`config.mk`:
```
export PLATFORM = sky130hd
export DESIGN_NAME = two_port_req_mux_flat
export DESIGN_NICKNAME = d
export VERILOG_FILES = /design/src/rtl/two_port_req_mux_pkg.sv /design/src/rtl/two_port_req_mux_if.sv /design/src/rtl/req_hold_slot.sv /design/src/rtl/two_port_req_mux.sv /design/src/flat_wrapper.sv
export SDC_FILE = /design/constraint.sdc
export NUM_CORES = 1
export LEC_CHECK = 0
export ABC_AREA = 1
export CORE_AREA = 5 5 166 168
export DETAILED_ROUTE_END_ITERATION = 8
export DIE_AREA = 0 0 171 173
export GPL_TIMING_DRIVEN = 0
export PLACE_DENSITY = 0.76
export SYNTH_ARGS = -nofsm -noshare
export SYNTH_HDL_FRONTEND = slang
export SYNTH_SLANG_ARGS = --single-unit
```
`constraint.sdc`:
```
create_clock -name clk_i -period 1.7 [get_ports clk_i]
set_input_delay 0.425 -clock clk_i [delete_from_list [all_inputs] [get_ports clk_i]]
set_output_delay 0.425 -clock clk_i [all_outputs]
set_load 0.01 [all_outputs]
```
`src/rtl/two_port_req_mux_pkg.sv`:
```
// Shared types for the two-port request mux: FSM states, owner index, held request entry.
package two_port_req_mux_pkg;

  // Entries are sized for the widest supported configuration; unused upper bits stay zero.
  localparam int unsigned MaxAddrW = 64;
  localparam int unsigned MaxDataW = 128;

  typedef enum logic [1:0] {
    StIdle     = 2'd0,
    StIssue    = 2'd1,
    StWaitResp = 2'd2,
    StRelease  = 2'd3
  } state_e;

  typedef logic owner_t;

  typedef struct packed {
    logic                we;
    logic [MaxAddrW-1:0] addr;
    logic [MaxDataW-1:0] wdata;
  } req_entry_t;

endpackage

```
`src/rtl/two_port_req_mux_if.sv`:
```
// Requester-side bus of the two-port mux: per-port request handshake plus shared response.
interface two_port_req_mux_if #(
  parameter int unsigned ADDR_W = 32,
  parameter int unsigned DATA_W = 64
) ();
  logic [1:0]             req_valid;
  logic [1:0]             req_ready;
  logic [1:0]             req_we;
  logic [1:0][ADDR_W-1:0] req_addr;
  logic [1:0][DATA_W-1:0] req_wdata;
  logic [1:0]             resp_valid;
  logic [1:0]             resp_err;
  logic [DATA_W-1:0]      resp_rdata;

  modport master (
    output req_valid, req_we, req_addr, req_wdata,
    input  req_ready, resp_valid, resp_err, resp_rdata
  );

  modport slave (
    input  req_valid, req_we, req_addr, req_wdata,
    output req_ready, resp_valid, resp_err, resp_rdata
  );
endinterface

```
`src/rtl/req_hold_slot.sv`:
```
// One-entry request holding register with valid/ready capture and an external clear.
module req_hold_slot
  import two_port_req_mux_pkg::*;
(
  input  logic       clk_i,
  input  logic       rst_ni,
  input  logic       valid_i,
  input  req_entry_t entry_i,
  input  logic       clear_i,
  output logic       ready_o,
  output logic       full_o,
  output req_entry_t entry_o
);
  logic       live_q;
  logic       full_q, full_d;
  logic       capture;
  req_entry_t entry_q, entry_d;

  // live_q keeps ready low while in reset; it rises on the first clock afterwards.
  assign ready_o = live_q & ~full_q;
  assign capture = valid_i & ready_o;
  assign full_o  = full_q;
  assign entry_o = entry_q;

  always_comb begin
    full_d  = full_q;
    entry_d = entry_q;
    if (capture) begin
      full_d  = 1'b1;
      entry_d = entry_i;
    end else if (clear_i) begin
      full_d = 1'b0;
    end
  end

  always_ff @(posedge clk_i or negedge rst_ni) begin
    if (!rst_ni) begin
      live_q  <= 1'b0;
      full_q  <= 1'b0;
      entry_q <= '0;
    end else begin
      live_q  <= 1'b1;
      full_q  <= full_d;
      entry_q <= entry_d;
    end
  end

endmodule

```
`src/rtl/two_port_req_mux.sv`:
```
// Two-requester front end onto one downstream memory channel, arbitrated externally.
// Optional response watchdog: define TWO_PORT_REQ_MUX_TIMEOUT_EN.
module two_port_req_mux
  import two_port_req_mux_pkg::*;
#(
  parameter int unsigned ADDR_W         = 32,
  parameter int unsigned DATA_W         = 64,
  parameter int unsigned TIMEOUT_CYCLES = 1024
) (
  input  logic              clk_i,
  input  logic              rst_ni,
  two_port_req_mux_if.slave req_bus_io,
  output logic [1:0]        arb_req_o,
  input  logic [1:0]        arb_grant_i,
  output logic              arb_ack_o,
  output logic              mem_req_valid_o,
  input  logic              mem_req_ready_i,
  output logic              mem_req_we_o,
  output logic [ADDR_W-1:0] mem_req_addr_o,
  output logic [DATA_W-1:0] mem_req_wdata_o,
  input  logic              mem_resp_valid_i,
  input  logic [DATA_W-1:0] mem_resp_rdata_i
);
  state_e     state_q, state_d;
  owner_t     owner_q, owner_d;
  logic [1:0] full, ready, clear, hit, owner_oh;
  logic       in_wait, data_fire, timeout_hit, resp_fire;
  req_entry_t slot_entry [2];

  for (genvar i = 0; i < 2; i++) begin : g_slot
    req_entry_t slot_in;
    always_comb begin
      slot_in                   = '0;
      slot_in.we                = req_bus_io.req_we[i];
      slot_in.addr[ADDR_W-1:0]  = req_bus_io.req_addr[i];
      slot_in.wdata[DATA_W-1:0] = req_bus_io.req_wdata[i];
    end

    req_hold_slot u_slot (
      .clk_i   (clk_i),
      .rst_ni  (rst_ni),
      .valid_i (req_bus_io.req_valid[i]),
      .entry_i (slot_in),
      .clear_i (clear[i]),
      .ready_o (ready[i]),
      .full_o  (full[i]),
      .entry_o (slot_entry[i])
    );
  end

  // Grants to an empty slot are ignored; port 0 wins if both bits ever appear.
  assign hit      = arb_grant_i & full;
  assign owner_oh = owner_q ? 2'b10 : 2'b01;
  assign in_wait  = (state_q == StWaitResp);

  always_comb begin
    state_d = state_q;
    owner_d = owner_q;
    case (state_q)
      StIdle: begin
        if (hit != 2'b00) begin
          owner_d = ~hit[0];
          state_d = StIssue;
        end
      end
      StIssue:    if (mem_req_ready_i) state_d = StWaitResp;
      StWaitResp: if (resp_fire) state_d = StRelease;
      StRelease:  state_d = StIdle;
      default:    state_d = StIdle;
    endcase
  end

  always_ff @(posedge clk_i or negedge rst_ni) begin
    if (!rst_ni) begin
      state_q <= StIdle;
      owner_q <= 1'b0;
    end else begin
      state_q <= state_d;
      owner_q <= owner_d;
    end
  end

  assign arb_req_o       = full;
  assign arb_ack_o       = (state_q == StRelease);
  assign clear           = arb_ack_o ? owner_oh : 2'b00;
  assign mem_req_valid_o = (state_q == StIssue);
  assign mem_req_we_o    = slot_entry[owner_q].we;
  assign mem_req_addr_o  = slot_entry[owner_q].addr[ADDR_W-1:0];
  assign mem_req_wdata_o = slot_entry[owner_q].wdata[DATA_W-1:0];

  assign data_fire             = in_wait & mem_resp_valid_i;
  assign resp_fire             = in_wait & (mem_resp_valid_i | timeout_hit);
  assign req_bus_io.req_ready  = ready;
  assign req_bus_io.resp_valid = resp_fire ? owner_oh : 2'b00;
  assign req_bus_io.resp_rdata = data_fire ? mem_resp_rdata_i : '0;

  logic unused_entry_hi;
  assign unused_entry_hi = ^{slot_entry[0], slot_entry[1]};

`ifdef TWO_PORT_REQ_MUX_TIMEOUT_EN
  localparam int unsigned CntW = $clog2(TIMEOUT_CYCLES + 1);
  logic [CntW-1:0] cnt_q, cnt_d;

  // Counts WAIT_RESP cycles; restarts from zero on every entry into the state.
  assign cnt_d       = in_wait ? cnt_q + 1'b1 : '0;
  assign timeout_hit = in_wait && (cnt_q == CntW'(TIMEOUT_CYCLES - 1));

  always_ff @(posedge clk_i or negedge rst_ni) begin
    if (!rst_ni) cnt_q <= '0;
    else         cnt_q <= cnt_d;
  end

  assign req_bus_io.resp_err = (resp_fire && !mem_resp_valid_i) ? owner_oh : 2'b00;
`else
  logic unused_timeout_cfg;
  assign unused_timeout_cfg  = ^TIMEOUT_CYCLES;
  assign timeout_hit         = 1'b0;
  assign req_bus_io.resp_err = 2'b00;
`endif

endmodule

```
`src/flat_wrapper.sv`:
```
// flat-port wrapper written by rule: the top's interface ports become plain ports
module two_port_req_mux_flat import two_port_req_mux_pkg::*;
#(
  parameter int unsigned ADDR_W         = 32,
  parameter int unsigned DATA_W         = 64,
  parameter int unsigned TIMEOUT_CYCLES = 1024
)
  (clk_i, rst_ni, arb_req_o, arb_grant_i, arb_ack_o, mem_req_valid_o, mem_req_ready_i, mem_req_we_o, mem_req_addr_o, mem_req_wdata_o, mem_resp_valid_i, mem_resp_rdata_i, req_bus_io_req_valid, req_bus_io_req_we, req_bus_io_req_addr, req_bus_io_req_wdata, req_bus_io_req_ready, req_bus_io_resp_valid, req_bus_io_resp_err, req_bus_io_resp_rdata);
  two_port_req_mux_if #(.ADDR_W(ADDR_W), .DATA_W(DATA_W)) req_bus_io_i ();
  input  logic clk_i;
  input  logic rst_ni;
  output logic [1:0] arb_req_o;
  input  logic [1:0] arb_grant_i;
  output logic arb_ack_o;
  output logic mem_req_valid_o;
  input  logic mem_req_ready_i;
  output logic mem_req_we_o;
  output logic [ADDR_W-1:0] mem_req_addr_o;
  output logic [DATA_W-1:0] mem_req_wdata_o;
  input  logic mem_resp_valid_i;
  input  logic [DATA_W-1:0] mem_resp_rdata_i;
  input wire logic [$bits(req_bus_io_i.req_valid)-1:0] req_bus_io_req_valid;
  input wire logic [$bits(req_bus_io_i.req_we)-1:0] req_bus_io_req_we;
  input wire logic [$bits(req_bus_io_i.req_addr)-1:0] req_bus_io_req_addr;
  input wire logic [$bits(req_bus_io_i.req_wdata)-1:0] req_bus_io_req_wdata;
  output wire logic [$bits(req_bus_io_i.req_ready)-1:0] req_bus_io_req_ready;
  output wire logic [$bits(req_bus_io_i.resp_valid)-1:0] req_bus_io_resp_valid;
  output wire logic [$bits(req_bus_io_i.resp_err)-1:0] req_bus_io_resp_err;
  output wire logic [$bits(req_bus_io_i.resp_rdata)-1:0] req_bus_io_resp_rdata;
  assign req_bus_io_i.req_valid = req_bus_io_req_valid;
  assign req_bus_io_i.req_we = req_bus_io_req_we;
  assign req_bus_io_i.req_addr = req_bus_io_req_addr;
  assign req_bus_io_i.req_wdata = req_bus_io_req_wdata;
  assign req_bus_io_req_ready = req_bus_io_i.req_ready;
  assign req_bus_io_resp_valid = req_bus_io_i.resp_valid;
  assign req_bus_io_resp_err = req_bus_io_i.resp_err;
  assign req_bus_io_resp_rdata = req_bus_io_i.resp_rdata;
  two_port_req_mux #(.ADDR_W(ADDR_W), .DATA_W(DATA_W), .TIMEOUT_CYCLES(TIMEOUT_CYCLES)) u_core (.clk_i(clk_i), .rst_ni(rst_ni), .req_bus_io(req_bus_io_i), .arb_req_o(arb_req_o), .arb_grant_i(arb_grant_i), .arb_ack_o(arb_ack_o), .mem_req_valid_o(mem_req_valid_o), .mem_req_ready_i(mem_req_ready_i), .mem_req_we_o(mem_req_we_o), .mem_req_addr_o(mem_req_addr_o), .mem_req_wdata_o(mem_req_wdata_o), .mem_resp_valid_i(mem_resp_valid_i), .mem_resp_rdata_i(mem_resp_rdata_i));
endmodule
```
==> results.toml <==
[layout]
post-route-util = 0.6558
multi_input_area_um2 = 4797
drive_gt1_frac = 0.2902
syn2layout_area_growth_pct = 75.00
fillerInstances = 2107
nets = 2121
seqCellArea_um2 = 5007

[setup_path]
crit_family = "buffers and inverters"
worstRegToRegCells = 9
r2r_start = "u_core.g_slot[0].u_slot.live_q$_DFF_PN0_"
start_kind = "register"
required_ns = 1.27
critPathMaxFanout = 10
cp.arrival_ns = 1.73
r2r_slack_ns = 0.07
rr_endpoint = "u_core.g_slot[1].u_slot.entry_o[61]$_DFFE_PN0P_"
worstSetupPathType = "reg -> out"
critical_path_buf_inv_count = 4
end_kind = "output port"
cpPeakStageDelay_ns = 0.39
path_cells = "inv_2 -> ha_4 -> nand2_4 -> clkbuf_16 -> buf_12 -> nor2_4 -> buf_6"
slowest_stage = "dfrtp_1"

[outcome]
outcome = "complete, but fails checks"
violations = "hold timing, setup timing"

[power_and_ir_drop]
power_switching_w = 0.01240
p_per_area_nw_per_um2 = 1769
p_leak_nw = 9.067
ir_drop_mv = 0.9362
comb_power_share = 0.567
p_total_w = 0.02989
p_seq_frac = 0.294
cell_internal_pwr_w = 0.01749
swShare = 0.4149
p_clk_frac = 0.138

[yosys]
syn_inst = 1336
synth_seq_area_share = 0.5184
ys_ff_latch = 200
yosys_warnings = 0
avgSynthCellArea_um2 = 7.226
netlist_area_um2 = 9654
ys_types = 20

[floorplan]
pin_count = 437
die_area_um2 = 29580
die_h_um = 173
rows = 59
initial_core_util = 0.3747
coreArea_um2 = 25760
die_w_um = 171

[detailed_routing]
highest_layer = "met4"
drtPass1Iterations = 5
ant_nets = 0
drtIter0Drc = 802
viasPerCell = 4.908
met2_length_mm = 20.75
wire_per_inst_um = 18.54
routed_wl_mm = 40.80
drc = 0
vias = 10803
wl_met3_mm = 2.983
wl_met1_mm = 15.73

[placement]
io_buffers = 433
gp_congestion = 0.8718
hpwl_mm = 28.36

[sta]
worst_slack_ns = -0.4562
min_period_ns = 2.156
slew_viol_final = 0
timing.hold.ws_ns = -0.01853
clock_skew_ns = 0.01983
finalSetupViolations = 167
worstMarginPinSlew_ns = 0.7206
grt_setup_unrepaired = "yes"
max_freq_mhz = 463.8
hold_viol = 18
relSlewSlack = 0.5196
finalCritPeriodShare = 1.268

[clock_network]
numCtsBuffers = 17
cts.sinks = 200
clockBufferDepth = 2
cts_tree = "yes"
insertion_delay_ns = 0.44
root_buffer = "clkbuf_16"
clkTransAtPathRegs_ns = 0.09
cts_max_level = 4

[global_route]
antenna_found_initial = 2
grt_pass1_vias = 10300
grt_max_degree = 110
grt_usage = 0.2463
grt_pass1_wl_mm = 57.30
overflow = 0

[run]
cap_violations = 0

[worst_hold_path]
hp-class = "in -> async"
==> repair_timing <==
item / CTS / global route
cloned: 3 / 16
setup buffers: 14 / 35
hold buffers: 0 / 0
endpoints found under the hold margin: 0 / 0
gates resized for setup: 671 / 535
pin swaps: 8 / 58
setup endpoints to repair: 301 / 340
==> synthesized netlist by cell type (all sizes together) <==
| cell type | number | share of area |
|---|---|---|
| ha | 4 | 0.0052 |
| or2 | 1 | 0.00065 |
| nor2 | 72 | 0.029 |
| dfrtp | 200 | 0.52 |
| inv | 74 | 0.029 |
| nand2 | 682 | 0.27 |
| clkbuf | 47 | 0.018 |
| a32oi | 1 | 0.00091 |
| o21ai | 4 | 0.0021 |
| buf | 50 | 0.027 |
| nand3 | 194 | 0.10 |
| clkinv | 1 | 0.00039 |
| conb | 2 | 0.00078 |
| a21oi | 4 | 0.0021 |
==> final cells by class <==
| class | instances | area share |
|---|---|---|
| antenna | 2 | 0.0002962 |
| buffer | 92 | 0.04769 |
| clock buffer | 18 | 0.02540 |
| clock inverter | 14 | 0.01015 |
| inverter | 75 | 0.01822 |
| multi-input combinational | 965 | 0.2839 |
| sequential | 200 | 0.2964 |
| tap | 335 | 0.02481 |
| timing repair buffer | 499 | 0.2922 |
| timing repair inverter | 1 | 0.0009627 |
==> power groups by stage <==
stage                     logic, W  clock network [W]  registers [W]
final                       0.0170            0.00414        0.00879
after global routing        0.0182            0.00442        0.00903
after CTS                   0.0127            0.00418        0.00827
after detailed placement    0.0123                  0        0.00833
after global placement      0.0121                  0        0.00826
after floorplan            0.00597                  0        0.00802
==> per-layer routing <==
| layer | up-vias | global-route usage |
|---|---|---|
| met5 | - | 0 |
| met4 | 0 | 0.08749 |
| met3 | 75 | 0.05342 |
| met2 | 455 | 0.4247 |
| met1 | 5138 | 0.3030 |
| li1 | 5135 | - |
==> through the flow <==
step	hold slack, ns	std cells	area, um2	setup TNS, ns	setup WS, ns
3_3_place_gp	0.4530	2105	14410	-1790.31	-8.262
5_1_grt	0.01146	2201	16900	-70.98	-0.5080
4_1_cts	0.01704	2154	15300	-69.39	-0.4579
6_report	-0.01853	2201	16900	-58.29	-0.4562
3_5_place_dp	0.4586	2106	14450	-144.10	-1.071
2_1_floorplan	0.1294	1337	9659	0	0.07299
==> sequential cells by signal (all words and copies together) (netlist names) <==
name / cells
u_core.state_q: 2
u_core.g_slot.u_slot.entry_o: 194
u_core.owner_q: 1
u_core.g_slot.u_slot.live_q: 1
u_core.g_slot.u_slot.full_o: 2
==> kinds of logic after synthesis <==
group / synth area share
AND/OR/NAND/NOR: 0.3957
buffers and inverters: 0.07491
adder cells (fa/ha/maj): 0.005184
other: 0.0007779
flip-flops: 0.5184
AO/OA/AOI/OAI: 0.005055
==> how the worst max path moves through the flow <==
stage | cells past startpoint | endpoint | slack, ns | start
finish | 7 | req_bus_io_resp_rdata[59] | -0.46 | u_core.state_q[0]$_DFFE_PN0P_
global route | 7 | req_bus_io_resp_rdata[27] | -0.51 | u_core.state_q[0]$_DFFE_PN0P_
CTS | 7 | req_bus_io_resp_rdata[53] | -0.46 | u_core.state_q[0]$_DFFE_PN0P_
detailed placement | 6 | req_bus_io_resp_rdata[59] | -1.07 | mem_resp_valid_i
global placement | 1 | u_core.g_slot[1].u_slot.entry_o[54]$_DFFE_PN0P_ | -8.26 | rst_ni
floorplan | 6 | req_bus_io_resp_rdata[24] | 0.07 | u_core.state_q[0]$_DFFE_PN0P_
==> cells in the final DEF, fill, tap and decap left out, types with 2 or more instances in the layout <==
| cell type | netlist | routed |
|---|---|---|
| nand2_1 | 681 | 507 |
| clkdlybuf4s50_1 | 0 | 263 |
| dfrtp_1 | 200 | 198 |
| nand3_1 | 194 | 194 |
| nand2_2 | 1 | 109 |
| buf_6 | 0 | 99 |
| buf_2 | 38 | 81 |
| inv_1 | 73 | 72 |
| nand2_4 | 0 | 66 |
| nor2_1 | 70 | 51 |
| buf_4 | 8 | 39 |
| clkbuf_16 | 0 | 33 |
| clkbuf_2 | 0 | 23 |
| clkbuf_1 | 47 | 23 |
| buf_8 | 0 | 18 |
| nor2_2 | 1 | 13 |
| clkdlybuf4s15_2 | 0 | 10 |
| buf_12 | 0 | 8 |
| nor2_4 | 1 | 8 |
| clkinv_8 | 0 | 6 |
| clkbuf_4 | 0 | 5 |
| a21oi_1 | 4 | 4 |
| buf_16 | 0 | 3 |
| o21ai_1 | 0 | 3 |
| conb_1 | 2 | 3 |
| inv_8 | 0 | 3 |
| inv_6 | 0 | 3 |
| diode_2 | 0 | 2 |
| clkbuf_8 | 0 | 2 |
| inv_2 | 1 | 2 |
| buf_1 | 4 | 2 |
| ha_1 | 4 | 2 |
| dfrtp_2 | 0 | 2 |
Note: power is estimated with default switching activity, not from simulation.
